[src/rtl/uart_rx_if.sv]
`default_nettype none
// ---------------------------------------------------------------------------
// uart_rx_if : serial pin, frame configuration and byte/status outputs. Rev 1.0
// ---------------------------------------------------------------------------
interface uart_rx_if;
   logic       RX_IN;
   logic       PAR_EN;
   logic       PAR_TYP;
   logic [7:0] P_DATA;
   logic       Data_Valid;
   logic       Par_Err;
   logic       Stp_Err;
   logic       busy;

   modport master (
      output RX_IN,
      output PAR_EN,
      output PAR_TYP,
      input  P_DATA,
      input  Data_Valid,
      input  Par_Err,
      input  Stp_Err,
      input  busy
   );

   modport slave (
      input  RX_IN,
      input  PAR_EN,
      input  PAR_TYP,
      output P_DATA,
      output Data_Valid,
      output Par_Err,
      output Stp_Err,
      output busy
   );
endinterface
`default_nettype wire

[src/rtl/uart_rx.sv]
`default_nettype none
// ---------------------------------------------------------------------------
// uart_rx : oversampling UART receiver, 8 data bits, optional parity.  Rev 1.0
// ---------------------------------------------------------------------------
module uart_rx #(
   parameter int PRESCALE = 8
) (
   input  logic      CLK,
   input  logic      RST,
   uart_rx_if.slave  bus
);

   localparam int CW = $clog2(PRESCALE);
   localparam logic [CW-1:0] C_SMP_A = CW'(PRESCALE/2 - 1);
   localparam logic [CW-1:0] C_SMP_B = CW'(PRESCALE/2);
   localparam logic [CW-1:0] C_DEC   = CW'(PRESCALE/2 + 1);
   localparam logic [CW-1:0] C_LAST  = CW'(PRESCALE - 1);

   if ((PRESCALE < 4) || (PRESCALE > 32) || (PRESCALE % 2 != 0)) begin : g_bad_prescale
      $error("uart_rx: PRESCALE must be even and within 4..32");
   end

   typedef enum logic [2:0] {
      S_IDLE      = 3'd0,
      S_START     = 3'd1,
      S_DATA      = 3'd2,
      S_PARITY    = 3'd3,
      S_STOP      = 3'd4,
      S_WAIT_IDLE = 3'd5
   } state_t;

   state_t        state_q;
   logic [1:0]    sync_q;
   logic [CW-1:0] cnt_q;
   logic [3:0]    bit_cnt_q;
   logic [1:0]    smp_q;
   logic [7:0]    shift_q;
   logic          par_en_q;
   logic          par_typ_q;
   logic          par_err_q;
   logic [7:0]    p_data_q;
   logic          valid_q;
   logic          par_pulse_q;
   logic          stp_pulse_q;
   logic          busy_q;

   logic          rx_s;
   logic          maj;
   logic          dec_edge;
   logic          last_edge;
   logic [CW-1:0] cnt_d;
   logic [3:0]    bit_cnt_d;
   logic [7:0]    shift_d;
   logic          par_exp;
   logic          data_done;

   assign rx_s      = sync_q[1];
   assign maj       = (smp_q[0] & smp_q[1]) | (smp_q[0] & rx_s) | (smp_q[1] & rx_s);
   assign dec_edge  = (cnt_q == C_DEC);
   assign last_edge = (cnt_q == C_LAST);
   assign cnt_d     = last_edge ? '0 : cnt_q + 1'b1;
   assign bit_cnt_d = bit_cnt_q + 4'd1;
   assign shift_d   = {maj, shift_q[7:1]};
   assign par_exp   = (^shift_q) ^ par_typ_q;
   // With PRESCALE=4 the decision and the cell's last edge coincide.
   assign data_done = ((dec_edge ? bit_cnt_d : bit_cnt_q) == 4'd8);

   always_ff @(posedge CLK or posedge RST) begin
      if (RST) begin
         state_q     <= S_IDLE;
         sync_q      <= 2'b11;
         cnt_q       <= '0;
         bit_cnt_q   <= 4'd0;
         smp_q       <= 2'b00;
         shift_q     <= 8'h00;
         par_en_q    <= 1'b0;
         par_typ_q   <= 1'b0;
         par_err_q   <= 1'b0;
         p_data_q    <= 8'h00;
         valid_q     <= 1'b0;
         par_pulse_q <= 1'b0;
         stp_pulse_q <= 1'b0;
         busy_q      <= 1'b0;
      end else begin
         sync_q      <= {sync_q[0], bus.RX_IN};
         valid_q     <= 1'b0;
         par_pulse_q <= 1'b0;
         stp_pulse_q <= 1'b0;

         if (state_q != S_IDLE) begin
            cnt_q <= cnt_d;
         end
         if (cnt_q == C_SMP_A) begin
            smp_q[0] <= rx_s;
         end
         if (cnt_q == C_SMP_B) begin
            smp_q[1] <= rx_s;
         end

         case (state_q)
            S_IDLE: begin
               if (!rx_s) begin
                  state_q   <= S_START;
                  cnt_q     <= CW'(1);
                  bit_cnt_q <= 4'd0;
                  par_en_q  <= bus.PAR_EN;
                  par_typ_q <= bus.PAR_TYP;
                  par_err_q <= 1'b0;
                  busy_q    <= 1'b1;
               end
            end

            S_START: begin
               if (dec_edge && maj) begin
                  state_q <= S_IDLE;
                  cnt_q   <= '0;
                  busy_q  <= 1'b0;
               end else if (last_edge) begin
                  state_q <= S_DATA;
               end
            end

            S_DATA: begin
               if (dec_edge) begin
                  shift_q   <= shift_d;
                  bit_cnt_q <= bit_cnt_d;
               end
               if (last_edge && data_done) begin
                  bit_cnt_q <= 4'd0;
                  state_q   <= par_en_q ? S_PARITY : S_STOP;
               end
            end

            S_PARITY: begin
               if (dec_edge) begin
                  par_err_q <= (maj != par_exp);
               end
               if (last_edge) begin
                  state_q <= S_STOP;
               end
            end

            S_STOP: begin
               if (dec_edge) begin
                  cnt_q       <= '0;
                  valid_q     <= maj & ~par_err_q;
                  par_pulse_q <= par_err_q;
                  stp_pulse_q <= ~maj;
                  if (maj && !par_err_q) begin
                     p_data_q <= shift_q;
                  end
                  // A low stop bit may be a break; hold off start detection until the line recovers.
                  state_q <= maj ? S_IDLE : S_WAIT_IDLE;
                  busy_q  <= ~maj;
               end
            end

            S_WAIT_IDLE: begin
               if (rx_s) begin
                  state_q <= S_IDLE;
                  busy_q  <= 1'b0;
               end
            end

            default: begin
               state_q <= S_IDLE;
               cnt_q   <= '0;
               busy_q  <= 1'b0;
            end
         endcase
      end
   end

   assign bus.P_DATA     = p_data_q;
   assign bus.Data_Valid = valid_q;
   assign bus.Par_Err    = par_pulse_q;
   assign bus.Stp_Err    = stp_pulse_q;
   assign bus.busy       = busy_q;

endmodule
`default_nettype wire

[src/flat_wrapper.sv]
// flat-port wrapper written by rule: the top's interface ports become plain ports
module uart_rx_flat 
#(
   parameter int PRESCALE = 8
)
  (CLK, RST, bus_RX_IN, bus_PAR_EN, bus_PAR_TYP, bus_P_DATA, bus_Data_Valid, bus_Par_Err, bus_Stp_Err, bus_busy);
  uart_rx_if bus_i ();
  input  logic CLK;
  input  logic RST;
  input wire logic [$bits(bus_i.RX_IN)-1:0] bus_RX_IN;
  input wire logic [$bits(bus_i.PAR_EN)-1:0] bus_PAR_EN;
  input wire logic [$bits(bus_i.PAR_TYP)-1:0] bus_PAR_TYP;
  output wire logic [$bits(bus_i.P_DATA)-1:0] bus_P_DATA;
  output wire logic [$bits(bus_i.Data_Valid)-1:0] bus_Data_Valid;
  output wire logic [$bits(bus_i.Par_Err)-1:0] bus_Par_Err;
  output wire logic [$bits(bus_i.Stp_Err)-1:0] bus_Stp_Err;
  output wire logic [$bits(bus_i.busy)-1:0] bus_busy;
  assign bus_i.RX_IN = bus_RX_IN;
  assign bus_i.PAR_EN = bus_PAR_EN;
  assign bus_i.PAR_TYP = bus_PAR_TYP;
  assign bus_P_DATA = bus_i.P_DATA;
  assign bus_Data_Valid = bus_i.Data_Valid;
  assign bus_Par_Err = bus_i.Par_Err;
  assign bus_Stp_Err = bus_i.Stp_Err;
  assign bus_busy = bus_i.busy;
  uart_rx #(.PRESCALE(PRESCALE)) u_core (.CLK(CLK), .RST(RST), .bus(bus_i));
endmodule
[config.mk]
export PLATFORM = sky130hd
export DESIGN_NAME = uart_rx_flat
export DESIGN_NICKNAME = d
export VERILOG_FILES = /design/src/rtl/uart_rx_if.sv /design/src/rtl/uart_rx.sv /design/src/flat_wrapper.sv
export SDC_FILE = /design/constraint.sdc
export NUM_CORES = 1
export LEC_CHECK = 0
export ABC_AREA = 1
export CORE_ASPECT_RATIO = 0.6
export CORE_UTILIZATION = 40
export CTS_CLUSTER_SIZE = 24
export DETAILED_ROUTE_END_ITERATION = 10
export GPL_ROUTABILITY_DRIVEN = 1
export PLACE_DENSITY = 0.7
export SYNTH_ARGS = -nofsm -noshare
export SYNTH_HDL_FRONTEND = slang
export SYNTH_SLANG_ARGS = --single-unit
[constraint.sdc]
create_clock -name CLK -period 2.7 [get_ports CLK]
set_input_delay 0.405 -clock CLK [delete_from_list [all_inputs] [get_ports CLK]]
set_output_delay 0.405 -clock CLK [all_outputs]
set_load 0.1 [all_outputs]
Word level (Yosys, flattened, before mapping)
Cells that the tools add are included.

cells by class
  reduce and logical (&&, ||, !) cells = 18
  add/subtract/negate cells = 2
  equality and inequality tests = 19
  bitwise gates (word level) = 11
  muxes and demuxes = 34

operators by type and width
  cell                                                                     number
  3-bit 2-to-1 mux                                                         14
  3-bit one-hot mux with 6 select lines                                    1
  3-bit == test, second input constant                                     5
  1-bit 2-to-1 mux                                                         12
  4-bit 2-to-1 mux                                                         3
  2-bit by 1-bit inequality test with 1-bit output, second input constant  6
  3-bit one-hot mux with 4 select lines                                    1
  3-bit by 2-bit == test with 1-bit output, second input constant          3
  4-bit one-hot mux with 2 select lines                                    1
  8-bit XOR reduction                                                      1
  2-bit AND reduction                                                      3
  3-bit AND reduction                                                      2
  6-bit AND reduction                                                      1
  1-bit one-hot mux with 5 select lines                                    1
  5-bit AND reduction                                                      1
  4-bit by 1-bit adder with 4-bit output, second input constant            1
  1-bit AND                                                                4
  4-bit == test, second input constant                                     1
  1-bit NOT                                                                4
  2-bit nonzero test                                                       2
  3-bit by 1-bit adder with 3-bit output, second input constant            1
  3-bit by 1-bit == test with 1-bit output, second input constant          1
  1-bit logical AND                                                        3
  3-bit logical NOT                                                        1
  10 further kinds                                                         11

word-level totals
  input bits = 5
  flip-flop bits (word level) = 37
  output and inout port bits = 12
  logic and storage cells = 99

Logic depth before layout (Yosys ltp)
  word-level depth = 6
  depth in mapped cells = 12
  gate-level depth less buffers = 12

Worst setup path after synthesis
OpenSTA, ideal clock, no wires.

  path type = reg-to-reg
  start = reg u_core.cnt_q[0]
  end = reg u_core.state_q[1]
  stages on the path, launching flop included = 11
  path slack = 1.182 ns
  arrival time = 1.401 ns
  data required time = 2.583 ns
  period minus slack after synthesis = 1.518 ns
  path buffers = 0
  library setup time = 0.117 ns
  cells stage by stage = dfrtp_1 ha_1 nand2_4 clkinv_4 nand2_1 xor2_1 nand3_1 nand2_1 nand2_1 nand2_1 nand2_1

between the ends
  longest elaborated chain between the ends = 6
  elaborated cells between the ends (all ways) = 13
  those cells by class = eq/ne: 7; mux: 3; reduce/logical: 3

ends and longest elaborated chain
  what                                                               RTL line        RTL
  start, declared                                                    uart_rx.sv:34   logic [CW-1:0] cnt_q;
  start signal, assigned                                             uart_rx.sv:91   cnt_q <= cnt_d;
  3-bit == test                                                      uart_rx.sv:59   assign dec_edge = (cnt_q == C_DEC);
  4-bit 2-to-1 mux                                                   n/a
  4-bit == test                                                      uart_rx.sv:66   assign data_done = ((dec_edge ? bit_cnt_d : bit_cnt_q) == 4'd8);
  1-bit logical AND                                                  uart_rx.sv:128  if (last_edge && data_done) begin
  2-bit by 1-bit inequality test with 1-bit output (no source line)  n/a
  6-bit AND reduction (no source line)                               n/a
  end signal, assigned                                               uart_rx.sv:130  state_q <= par_en_q ? S_PARITY : S_STOP;
  end signal, assigned                                               uart_rx.sv:153  state_q <= maj ? S_IDLE : S_WAIT_IDLE;
  end, declared                                                      uart_rx.sv:32   state_t state_q;

Several ways; a longest one is shown, not always the timed one.
A chain may end at the register's enable or synchronous reset.

Worst setup path in the final report
  start = reg u_core.cnt_q[1]
  end = reg u_core.p_data_q[6], in the netlist u_core.bus.P_DATA[6]

between the ends
  longest elaborated chain between the ends = 2

ends and longest elaborated chain
  what                                  RTL line        RTL
  3-bit == test                         uart_rx.sv:59
  3-bit AND reduction (no source line)  n/a
  end signal, assigned                  uart_rx.sv:150  p_data_q <= shift_q;
  end, declared                         uart_rx.sv:41   logic [7:0] p_data_q;

Every way passes these cells.

==> results.md <==
- Status: finished clean
- Clk Latency, worst-skew pair: 0.30 ns
- Final setup vio count: 0
- Vias per cell: 4.75
- Drt initial violations: 103
- IO Port Bufs: 16
- Post-synthesis mux area share: less than 1%
- RD Place Congestion: 0.908
- R2r worst-path depth: 8
- Post-Syn Area: 0.00195 mm²
- Top Ports: 17
- Seq/Total Area, Yosys: 47.6%
- Global-route wire length before repair: 6560 µm
- Startpoint class of the critical path: flop
- Utilization after layout: 49.3%
- Vias in the first global route: 1396
- Count of pins over their slew limit: 0
- Syn_nets: 261
- CP max FO: 17
- Relative slew slack: approximately three fifths
- Synthesis-stage register bit count: 37
- Post-synth top flop: dfrtp_1
- Crit-path cells: inv_1 -> ha_1 -> nand2_4 -> clkinv_4 -> nand3_4 -> nor3_4 -> nor2_1 -> a21oi_1
- Share of flip-flops with an asynchronous set or reset: 100%
- Largest delay contributor family on the critical path: simple AND/OR/NAND/NOR gates
- Worst Hold Class: reg2reg
- Initial antenna violation count: 0
- Worst IR Drop VDD: 0.737 mV
- Core footprint: 0.00464 mm²
- Min Tclk post-route: around 1.7 ns
- Antenna Nets Post-Route: 0
- Hold endpoint: u_core.sync_q[1]
- Post-synth EDFFs: 0
- CP bufs+invs: 2
- Synth top area share: between 40% and 50%
- FILL cells: around 430
- Worst Path Arrival: 1.97 ns
- Most common cell in the netlist: nand2_1
- M1 wire length: 2100 µm
- FF/Latch Area: approximately 930 µm²
- WL final: approximately 3700 µm
- DP HPWL: between 2000 and 3000 µm
- Cell taking the most area after synthesis: dfrtp_1
- Slowest stage cell, crit path: nor3_4
- # DRC: 0
- Layout area overhead: 17.1%
- ANT cells: 0
- CTS tree: done
- Crit share post-route: between 60% and 70%
- Total track usage: 16.6%
- Mapped Cells: 250
- Yosys cell types: 29
- DR vias: ~1600
- P_leak: between 0.001 and 0.0015 µW
- WP data required: 2.93 ns
- CTS clock-pin slew for the worst setup and hold paths: 0.08 ns
- Hold_buf cts: 0
- Hold_ws: 0.357 ns
- Critical path's largest stage delay: 0.48 ns
- CTS Sinks: 37
- Setup tns final: 0 ns
- Post-cts repair resize count: 0
- CTS Buffer Depth: 2
- R2r startpoint: u_core.cnt_q[1]
- Rows: 19
- Synth area leaders: dfrtp_1 45%, nand2_1 16%, inv_1 5.8%, nand3_1 5.4%, o21ai_0 4.4%
- Reg2reg end: u_core.bus.P_DATA[6]
- RSZ-0062 raised after global routing: false
- Min-delay src: u_core.sync_q[0]
- Multi-input logic area: between 800 and 900 µm²
- Die area: between 0.005 and 0.006 mm²
- Final nets: between 200 and 300
- DR WL/cell: about 11 µm
- Die Height: 56.1 µm
- Largest net degree at the start of global routing: 38
- Routed met3 length: 232 µm
- Kind of critical path: reg2reg
- Highest routed layer: met4
- Synth Area in Adders: between 3 and 4%
- Power density cells: approximately 1200 mW/mm²
- Wire length on met2: 1350 µm
- Slew @ Worst Pin: 0.605 ns
- CTS buffer count: 5
- Initial Util: 42.1%
- Synth Area in Compound Gates: 8.98%
- Cell count of the worst hold path: 0
- CP endpoint kind: flop
- Hold Vio Cnt, Final: 0
- CTS H-tree lvls: 2
- F_max: 0.574 GHz
- Setup bufs post-CTS: 0
- Critical Path Stages: 8
- Largest family of logic cells by synthesized area: simple AND/OR/NAND/NOR gates
- Max Cap Violations: 0
- Chip Width: 92.2 µm
- Ratio of cells with drive above 1 in the final layout: between 10 and 15%
- R2R Setup Slk: 0.96 ns
- Drt pass-1 iters: 4
- Most common library cells after synthesis: 81 x nand2_1, 35 x dfrtp_1, 30 x inv_1
- XOR/XNOR Fraction of Synth Area: 0.449%
- Yosys warnings: 0
- CTS root buffer: clkbuf_8
- Simple-gate area share of the yosys netlist: 31.3%
- Skew final: 0.00987 ns
- Avg Cell Area, Syn: 7.80 µm²
- GRT Residual Overflow: 0
-- registers in the layout, indices dropped and copies added (netlist names) --
| name | cells |
|---|---|
| u_core.state_q | 3 |
| u_core.bus.Data_Valid | 1 |
| u_core.bus.P_DATA | 8 |
| u_core.bus.busy | 1 |
| u_core.shift_q | 8 |
| u_core.par_en_q | 1 |
| u_core.sync_q | 2 |
| u_core.bus.Par_Err | 1 |
| u_core.cnt_q | 3 |
| u_core.bus.Stp_Err | 1 |
| u_core.smp_q | 2 |
| u_core.bit_cnt_q | 4 |
| u_core.par_typ_q | 1 |
| u_core.par_err_q | 1 |
-- cell families after synthesis --
| kind of cell | Yosys count |
|---|---|
| adders and majority gates | 6 |
| AOI/OAI and AO/OA | 33 |
| buffers and inverters | 34 |
| xor gates and xnor gates | 1 |
| muxes | 1 |
| and+or+nand+nor | 138 |
| DFF | 37 |
-- routing by layer --
| metal | track usage (%) | up-vias |
|---|---|---|
| li1 | - | 841 |
| met1 | 26.6 | 711 |
| met2 | 20.3 | 40 |
| met3 | 5.74 | 4 |
| met4 | 4.69 | 0 |
| met5 | 0 | - |
-- cell usage in the layout (no fill, tap or decap), drive strengths merged --
cell and n:
o22ai 1, clkdlybuf4s50 4, nand3b 2, o21ai 18
clkbuf 5, nor2 25, a31oi 2, dfrtp 35
bufinv 2, clkinv 2, inv 31, a21oi 11
xor2 1, mux2 1, nand3 23, nand2 85
or2 1, nor3 2, o211ai 1, dfstp 2
buf 13, ha 6
-- through the flow --
step	total power, µW	worst slack [ns]	cell area, µm²	instances
finish	2750	0.959	2280	336
global route	2960	0.760	2280	336
CTS	2760	0.936	2280	336
detailed placement	2180	0.931	2150	328
global placement	2170	1.02	2150	328
floorplan	1910	1.18	1950	250
-- worst reg2reg max path, stage by stage, from the launching register on --
cell and delay (ns):
dfrtp_1 0.38, inv_1 0.10, ha_1 0.22, nand2_4 0.11, clkinv_4 0.09, nand3_4 0.09, nor3_4 0.48, nor2_1 0.08
a21oi_1 0.13
-- area by class of cell --
type | instances | area share [%]
inverter | 32 | 5.48
clock buffer | 5 | 3.01
sequential | 37 | 40.6
multi-input combinational | 179 | 38.6
timing repair buffer | 17 | 6.02
clock inverter | 3 | 2.85
tap | 63 | 3.45
-- worst max path at each step --
| stage | start | to |
|---|---|---|
| 3_5_place_dp | u_core.cnt_q[1] | u_core.bus.P_DATA[7] |
| 3_3_place_gp | u_core.cnt_q[1] | u_core.bus.P_DATA[1] |
| 2_1_floorplan | u_core.cnt_q[0] | u_core.state_q[1] |
| 4_1_cts | u_core.cnt_q[1] | u_core.bus.P_DATA[6] |
| 5_1_grt | u_core.cnt_q[1] | u_core.bus.P_DATA[7] |
| 6_report | u_core.cnt_q[1] | u_core.bus.P_DATA[6] |
-- power breakdown --
part           switching (µW)  total [µW]  internal, µW
Combinational             977        1330           358
Clock                     207         574           367
Sequential                133         844           710
Total                    1320        2750          1440
Note: power is estimated with default switching activity, not from simulation.
